## config.mk

```make
export PLATFORM = sky130hd
export DESIGN_NAME = pwm_duty_responder_flat
export DESIGN_NICKNAME = d
export VERILOG_FILES = /design/src/rtl/pwm_duty_responder_if.sv /design/src/rtl/pwm_duty_responder.sv /design/src/flat_wrapper.sv
export SDC_FILE = /design/constraint.sdc
export NUM_CORES = 1
export LEC_CHECK = 0
export ABC_AREA = 1
export CORE_UTILIZATION = 54
export DETAILED_ROUTE_END_ITERATION = 12
export PLACE_DENSITY = 0.87
export SYNTH_ARGS = -nofsm -noshare
export SYNTH_HDL_FRONTEND = slang
export SYNTH_SLANG_ARGS = --single-unit
```

## constraint.sdc

```tcl
create_clock -name clk -period 3.1 [get_ports clk]
set_input_delay 0.62 -clock clk [delete_from_list [all_inputs] [get_ports clk]]
set_output_delay 0.62 -clock clk [all_outputs]
set_load 0.02 [all_outputs]
```

## src/rtl/pwm_duty_responder_if.sv

```systemverilog
// -----------------------------------------------------------------------------
// pwm_duty_responder_if
//   Duty-word req/ack link between the MMIO initiator (mmap_mem) and the PWM
//   responder.
//
//   Signals
//     tx_req   initiator -> responder  request; tx_duty valid while high
//     tx_duty  initiator -> responder  requested duty (high cycles per period)
//     tx_ack   responder -> initiator  registered acknowledge (4-phase)
//
//   Modports
//     master   initiator side (drives tx_req/tx_duty, observes tx_ack)
//     slave    responder side (observes tx_req/tx_duty, drives tx_ack)
// -----------------------------------------------------------------------------
interface pwm_duty_responder_if #(
  parameter int unsigned DUTY_W = 12
);

  logic              tx_req;
  logic [DUTY_W-1:0] tx_duty;
  logic              tx_ack;

  modport master (
    output tx_req,
    output tx_duty,
    input  tx_ack
  );

  modport slave (
    input  tx_req,
    input  tx_duty,
    output tx_ack
  );

endinterface

```

## src/rtl/pwm_duty_responder.sv

```systemverilog
// -----------------------------------------------------------------------------
// pwm_duty_responder
//   Responder end of the CPU->PWM duty-cycle req/ack link. Captures the duty
//   word offered on the link, completes a 4-phase handshake on tx_ack and
//   drives pwm_out from it. A freshly captured duty word is held in a shadow
//   register and only becomes active at a PWM period boundary, so pwm_out
//   never shows a truncated or stretched pulse.
//
//   Parameters
//     DUTY_W     width of duty word and PWM counter; period = 2**DUTY_W cycles
//     ACK_DELAY  extra cycles between capture and raising tx_ack (0..15)
//
//   Ports
//     clk           in   system clock, all logic on posedge
//     reset         in   asynchronous active-high reset (sync release expected)
//     bus           if   slave side of the req/ack link (tx_req, tx_duty, tx_ack)
//     pwm_out       out  registered PWM output
//     period_start  out  1-cycle pulse while the PWM counter is 0
//     update_pend   out  a captured duty word waits for the next boundary
//
//   Build option
//     PWM_REQ_SYNC_EN  when defined, tx_req passes through a 2-flop
//                      synchronizer before the handshake FSM (capture and ack
//                      latency grow by 2 clk; tx_duty must then stay stable
//                      from tx_req rise until tx_ack rises). When undefined
//                      the initiator is assumed to share this clock.
// -----------------------------------------------------------------------------
module pwm_duty_responder #(
  parameter int unsigned DUTY_W    = 12,
  parameter int unsigned ACK_DELAY = 0
) (
  input  logic                        clk,
  input  logic                        reset,
  pwm_duty_responder_if.slave         bus,
  output logic                        pwm_out,
  output logic                        period_start,
  output logic                        update_pend
);

  // ---------------------------------------------------------------------------
  // Request as seen by the FSM
  // ---------------------------------------------------------------------------
  logic req_s;

`ifdef PWM_REQ_SYNC_EN
  logic [1:0] req_sync;

  always_ff @(posedge clk or posedge reset) begin
    if (reset) begin
      req_sync <= '0;
    end else begin
      req_sync <= {req_sync[0], bus.tx_req};
    end
  end

  assign req_s = req_sync[1];
`else
  assign req_s = bus.tx_req;
`endif

  // ---------------------------------------------------------------------------
  // Handshake FSM
  // ---------------------------------------------------------------------------
  typedef enum logic [1:0] {
    IDLE  = 2'd0,
    DELAY = 2'd1,
    ACKED = 2'd2
  } state_t;

  state_t     state;
  state_t     state_d;
  logic [3:0] dly;
  logic [3:0] dly_d;
  logic       ack_q;
  logic       ack_d;
  logic       capture;

  // State register
  always_ff @(posedge clk or posedge reset) begin
    if (reset) begin
      state <= IDLE;
      dly   <= '0;
      ack_q <= 1'b0;
    end else begin
      state <= state_d;
      dly   <= dly_d;
      ack_q <= ack_d;
    end
  end

  // Next-state logic. DELAY leaves unconditionally once dly reaches 1, so a
  // request dropped early still produces a single-cycle ack and returns to
  // IDLE rather than hanging.
  always_comb begin
    state_d = state;
    dly_d   = dly;
    case (state)
      IDLE: begin
        if (req_s) begin
          dly_d   = 4'(ACK_DELAY);
          state_d = (ACK_DELAY == 0) ? ACKED : DELAY;
        end
      end
      DELAY: begin
        dly_d = dly - 4'd1;
        if (dly <= 4'd1) begin
          state_d = ACKED;
        end
      end
      ACKED: begin
        if (!req_s) begin
          state_d = IDLE;
        end
      end
      default: begin
        state_d = IDLE;
      end
    endcase
  end

  // Output logic. tx_ack is high exactly while the FSM sits in ACKED; it is
  // computed from the next state and registered so the pin stays glitch-free.
  always_comb begin
    ack_d   = (state_d == ACKED);
    capture = (state == IDLE) && req_s;
  end

  assign bus.tx_ack = ack_q;

  // ---------------------------------------------------------------------------
  // PWM datapath
  // ---------------------------------------------------------------------------
  logic [DUTY_W-1:0] cnt;
  logic [DUTY_W-1:0] active_duty;
  logic [DUTY_W-1:0] shadow_duty;
  logic              boundary;

  // Last counter value of the period; the next edge starts a new period.
  assign boundary = (cnt == '1);

  always_ff @(posedge clk or posedge reset) begin
    if (reset) begin
      cnt          <= '0;
      active_duty  <= '0;
      shadow_duty  <= '0;
      update_pend  <= 1'b0;
      pwm_out      <= 1'b0;
      period_start <= 1'b0;
    end else begin
      cnt          <= cnt + DUTY_W'(1);
      pwm_out      <= (cnt < active_duty);
      period_start <= boundary;

      // Non-blocking reads mean a capture on the boundary edge still loads
      // the previous shadow; capture wins the pending flag so the new word
      // is applied at the following boundary.
      if (boundary && update_pend) begin
        active_duty <= shadow_duty;
      end

      if (capture) begin
        shadow_duty <= bus.tx_duty;
        update_pend <= 1'b1;
      end else if (boundary) begin
        update_pend <= 1'b0;
      end
    end
  end

endmodule
```

## src/flat_wrapper.sv

```systemverilog
// flat-port wrapper written by rule: the top's interface ports become plain ports
module pwm_duty_responder_flat 
#(
  parameter int unsigned DUTY_W    = 12,
  parameter int unsigned ACK_DELAY = 0
)
  (clk, reset, pwm_out, period_start, update_pend, bus_tx_req, bus_tx_duty, bus_tx_ack);
  pwm_duty_responder_if #(.DUTY_W(DUTY_W)) bus_i ();
  input  logic clk;
  input  logic reset;
  output logic pwm_out;
  output logic period_start;
  output logic update_pend;
  input wire logic [$bits(bus_i.tx_req)-1:0] bus_tx_req;
  input wire logic [$bits(bus_i.tx_duty)-1:0] bus_tx_duty;
  output wire logic [$bits(bus_i.tx_ack)-1:0] bus_tx_ack;
  assign bus_i.tx_req = bus_tx_req;
  assign bus_i.tx_duty = bus_tx_duty;
  assign bus_tx_ack = bus_i.tx_ack;
  pwm_duty_responder #(.DUTY_W(DUTY_W), .ACK_DELAY(ACK_DELAY)) u_core (.clk(clk), .reset(reset), .bus(bus_i), .pwm_out(pwm_out), .period_start(period_start), .update_pend(update_pend));
endmodule
```

After elaboration in Yosys (flattened, before gate mapping)

Cells that the tools add are included.

Output and inout bits: 4
Input bits: 15
Register bits: 46
Word-level logic and storage cells: 32

Equal/unequal tests: 5
$add $sub $neg: 2
Muxes and demuxes: 8
Reduce and logical (&&, ||, !) cells: 6
$lt $le $gt $ge: 2

Operators by type and width:

| kind                                                            | count |
|---|---|
| adder 12 x 1 -> 12 bit (second input constant)                  | 1 |
| equality test 12 bit (second input constant)                    | 1 |
| less-than comparator 12 bit                                     | 1 |
| one-hot mux 4 bit (2 select lines)                              | 1 |
| 2-to-1 mux 2 bit                                                | 3 |
| one-hot mux 2 bit (3 select lines)                              | 1 |
| equality test 2 bit (second input constant)                     | 2 |
| less-or-equal comparator 4 x 1 -> 1 bit (second input constant) | 1 |
| 2-to-1 mux 4 bit                                                | 1 |
| nonzero test 2 bit                                              | 2 |
| subtractor 4 x 1 -> 4 bit (second input constant)               | 1 |
| equality test 2 x 1 -> 1 bit (second input constant)            | 1 |
| logical AND 1 bit                                               | 2 |
| zero test 2 bit                                                 | 1 |
| 2-to-1 mux 1 bit                                                | 2 |
| != test 2 bit (second input constant)                           | 1 |
| AND reduction 2 bit                                             | 1 |

Longest topological paths before layout

Depth in word-level cells: 4
Mapped depth: 9

Worst setup path after synthesis

No wires, ideal clock.

Path type: in2reg
Start point: input port bus_tx_req
End point: register u_core.shadow_duty[2]
Buffers on the path: 1
Required time: 2.975 ns
Data arrival time: 1.283 ns
Stages on the path: 3
Slack: 1.693 ns
Library setup time: 0.125 ns
Cell sequence: nand3_2 buf_2 mux2_2

Cells in the longest elaborated chain, start to end: 1

RTL lines:

| item                 | line                      | source |
|---|---|---|
| from (decl)          | flat_wrapper.sv:14        | `input wire logic [$bits(bus_i.tx_req)-1:0] bus_tx_req;` |
| logical AND 1 bit    | pwm_duty_responder.sv:125 | `capture = (state == IDLE) && req_s;` |
| to (signal assigned) | pwm_duty_responder.sv:162 | `shadow_duty <= bus.tx_duty;` |
| to (decl)            | pwm_duty_responder.sv:135 | `logic [DUTY_W-1:0] shadow_duty;` |

Every way passes these cells.
A chain may end at the register's enable or synchronous reset.

Worst setup path after layout

Start point: register u_core.update_pend
End point: output port update_pend

RTL lines:

| item                   | line                      | source |
|---|---|---|
| from (decl)            | pwm_duty_responder.sv:37  | `output logic update_pend` |
| from (signal assigned) | pwm_duty_responder.sv:146 | `update_pend <= 1'b0;` |
| from (signal assigned) | pwm_duty_responder.sv:163 | `update_pend <= 1'b1;` |
| from (signal assigned) | pwm_duty_responder.sv:165 | `update_pend <= 1'b0;` |
| to (decl)              | flat_wrapper.sv:13        | `output logic update_pend;` |

No word-level cell between the ends.

==> results.cfg <==
[place]
place_area_sq_um = 2445
dp_hpwl_um = 2772
globalplace.congestion = 0.7654
port_buffers = 18
dp_slack_ns = 1.096

[sta]
fin_setup_tns_ns = 0
fin_skew_ns = 0.002381
period_minus_slack_ns = 2.261
max_freq_mhz = 442.3
relSlewSlack_pct = 62.46
finalSetupViolCount = 0
min_period_over_period_pct = 72.93
worstMarginPinSlew_ns = 0.5631
fin_ws_ns = 0.8393
drv_slew = 0
rsz0062_at_grt = no
finalHoldViolCount = 0

[global_route]
grt_usage_pct = 20.27
first_global_vias = 1494
antenna_found_initial = 0
grt_pass1_wl_um = 6575
grt_remaining_overflow = 0
grt_max_degree = 47

[critical_path]
critPathArrivalTime_ns = 1.64
critPathKind = register to primary output
cpMaxStageDelayCell = clkdlybuf4s50_1
critPathBufInv = 1
cp-start-kind = register
crit_family = buffers and inverters
cp_max_fo = 15
cpPeakStageDelay_ns = 0.70
worstPathRequired_ns = 2.48
end_kind = primary output
crit_chain = clkdlybuf4s50_1

[yosys]
seq_area_frac_synth_pct = 51.63
ys_warn_count = 0
synth_area_per_cell_sq_um = 9.694
syn_area_sq_um = 2230
synth_cell_type_count = 25
syn_nets = 259
ys_seq_elements = 46
synthCells = 230

[clock_tree]
cts_buffers = 5
clk_pin_slew_ns = 0.08
cts_resized = 0
clockBufferDepth = 2
htreeDepth = 2
cts_sinks = 46
cts-root-buf = clkbuf_8
clock_latency_ns = 0.30
ctsHoldBuffers = 0
cts_setup_buffers = 0
cts_tree = done

[status]
status = complete, no violations

[finish]
area_delta_synth_final_pct = 13.92
fin_nets = 281
drive_gt1_share_pct = 11.86
n_antenna_cell = 0
final_util_pct = 66.86
fin_area_sq_um = 2540

[floorplanning]
fp.dieH_um = 66.26
ioPinCount = 19
num_rows = 22
chipWidth_um = 66.26
initial_core_util_pct = 58.70
dieArea_sq_um = 4390
core_sq_um = 3799

[drt]
drt_iter0_drc = 44
drtAntennaViolNets = 0
finalWirelength_um = 3653
drtPass1Iterations = 5
avgViaCountPerCell = 5.053
wl_per_cell_um = 12.14
num_vias = 1521
drc_errors = 0

[power_and_ir_drop]
power_density_nw_per_um2 = 426.1
ir_worst_vdd_v = 0.0003646
p_clk_share_pct = 35.4
pwr-share-seq_pct = 58.8
p_leak_nw = 1.291
power_switching_w = 0.0002414
p_int_w = 0.0008408
swShare_pct = 22.30
p_comb_share_pct = 5.8
power.total_w = 0.001082

[hold_path]
hold_path_class = register to register

[flow_run]
maxCapViolCount = 0
==> registers in the layout, summed over array words and instances, names as in the netlist <==
register             flops
u_core.active_duty      12
u_core.cnt              12
u_core.shadow_duty      12
u_core.dly               4
u_core.state             2
u_core.bus.tx_ack        1
u_core.period_start      1
u_core.pwm_out           1
u_core.update_pend       1
==> stage by stage <==
| step | std cells | hold slack, ns |
|---|---|---|
| 2_1_floorplan | 230 | 0.4415 |
| 3_3_place_gp | 293 | 0.4555 |
| 3_5_place_dp | 293 | 0.4596 |
| 4_1_cts | 301 | 0.4802 |
| 5_1_grt | 301 | 0.4955 |
| 6_report | 301 | 0.4758 |
==> final cells by class <==
| cell class | count | area, sq um |
|---|---|---|
| Clock buffer | 6 | 82.58 |
| Clock inverter | 2 | 12.51 |
| Fill cell | 296 | 1259 |
| Inverter | 34 | 127.6 |
| Multi-Input combinational cell | 146 | 918.4 |
| Sequential cell | 46 | 1151 |
| Tap cell | 48 | 60.06 |
| Timing Repair Buffer | 19 | 187.7 |
==> layout by cell type (no fill, tap or decap), types with 5 or more instances in the layout <==
cell type,count
nand2_1,58
dfrtp_1,46
inv_1,32
nand3_1,18
clkdlybuf4s50_1,18
ha_1,14
mux2_2,12
nor2_1,8
xor2_1,7
nor3_1,6
clkbuf_8,6
a21oi_1,5
==> power groups by stage <==
| stage | Clock (W) | Sequential [W] | Combinational, W |
|---|---|---|---|
| floorplan | 0 | 0.000645 | 0.0000369 |
| global placement | 0 | 0.000647 | 0.0000620 |
| detailed placement | 0 | 0.000649 | 0.0000646 |
| CTS | 0.000396 | 0.000636 | 0.0000648 |
| global route | 0.000423 | 0.000639 | 0.0000695 |
| finish | 0.000383 | 0.000636 | 0.0000629 |
==> logic make-up after synthesis <==
logic type	Yosys count	share of synthesized area, %
AOI/OAI and AO/OA	12	3.087
xor gates and xnor gates	8	3.143
adders and majority gates	14	7.856
buffers and inverters	38	7.183
DFF	46	51.63
muxes	12	6.061
and+or+nand+nor	100	21.04
==> synth_stat cells, drive strengths merged <==
library cell	count	area (sq um)
o21ai	4	20.02
nand3	19	100.1
mux2	12	135.1
xor2	7	61.31
a21oi	5	25.02
nor3	6	30.03
o22ai	1	6.260
nand2	61	246.5
inv	34	127.6
nor2	11	67.57
buf	4	32.53
xnor2	1	8.760
ha	14	175.2
dfrtp	46	1151
a22o	2	17.52
nand4	3	25.02
==> final timing paths <==
check                      cells past startpoint  slack (ns)                endpoint                  start
hold reg to reg                                2        0.48   u_core.active_duty[0]  u_core.active_duty[0]
hold / removal                                 2        0.48   u_core.active_duty[0]  u_core.active_duty[0]
min in group asynchronous                      3        0.77           u_core.cnt[4]                  reset
max in group asynchronous                      3        1.96   u_core.shadow_duty[1]                  reset
setup / recovery                               1        0.84             update_pend     u_core.update_pend
setup reg to reg                               8        1.51  u_core.active_duty[11]          u_core.cnt[0]
==> routing by layer <==
metal | up-vias | GRT usage, % | wire (um)
met4 | 0 | 7.979 | 62
met1 | 715 | 25.36 | 1709
met5 | - | 0 | 0
met3 | 7 | 5.690 | 123
met2 | 20 | 33.04 | 1757
li1 | 779 | - | -
Note: power is estimated with default switching activity, not from simulation.
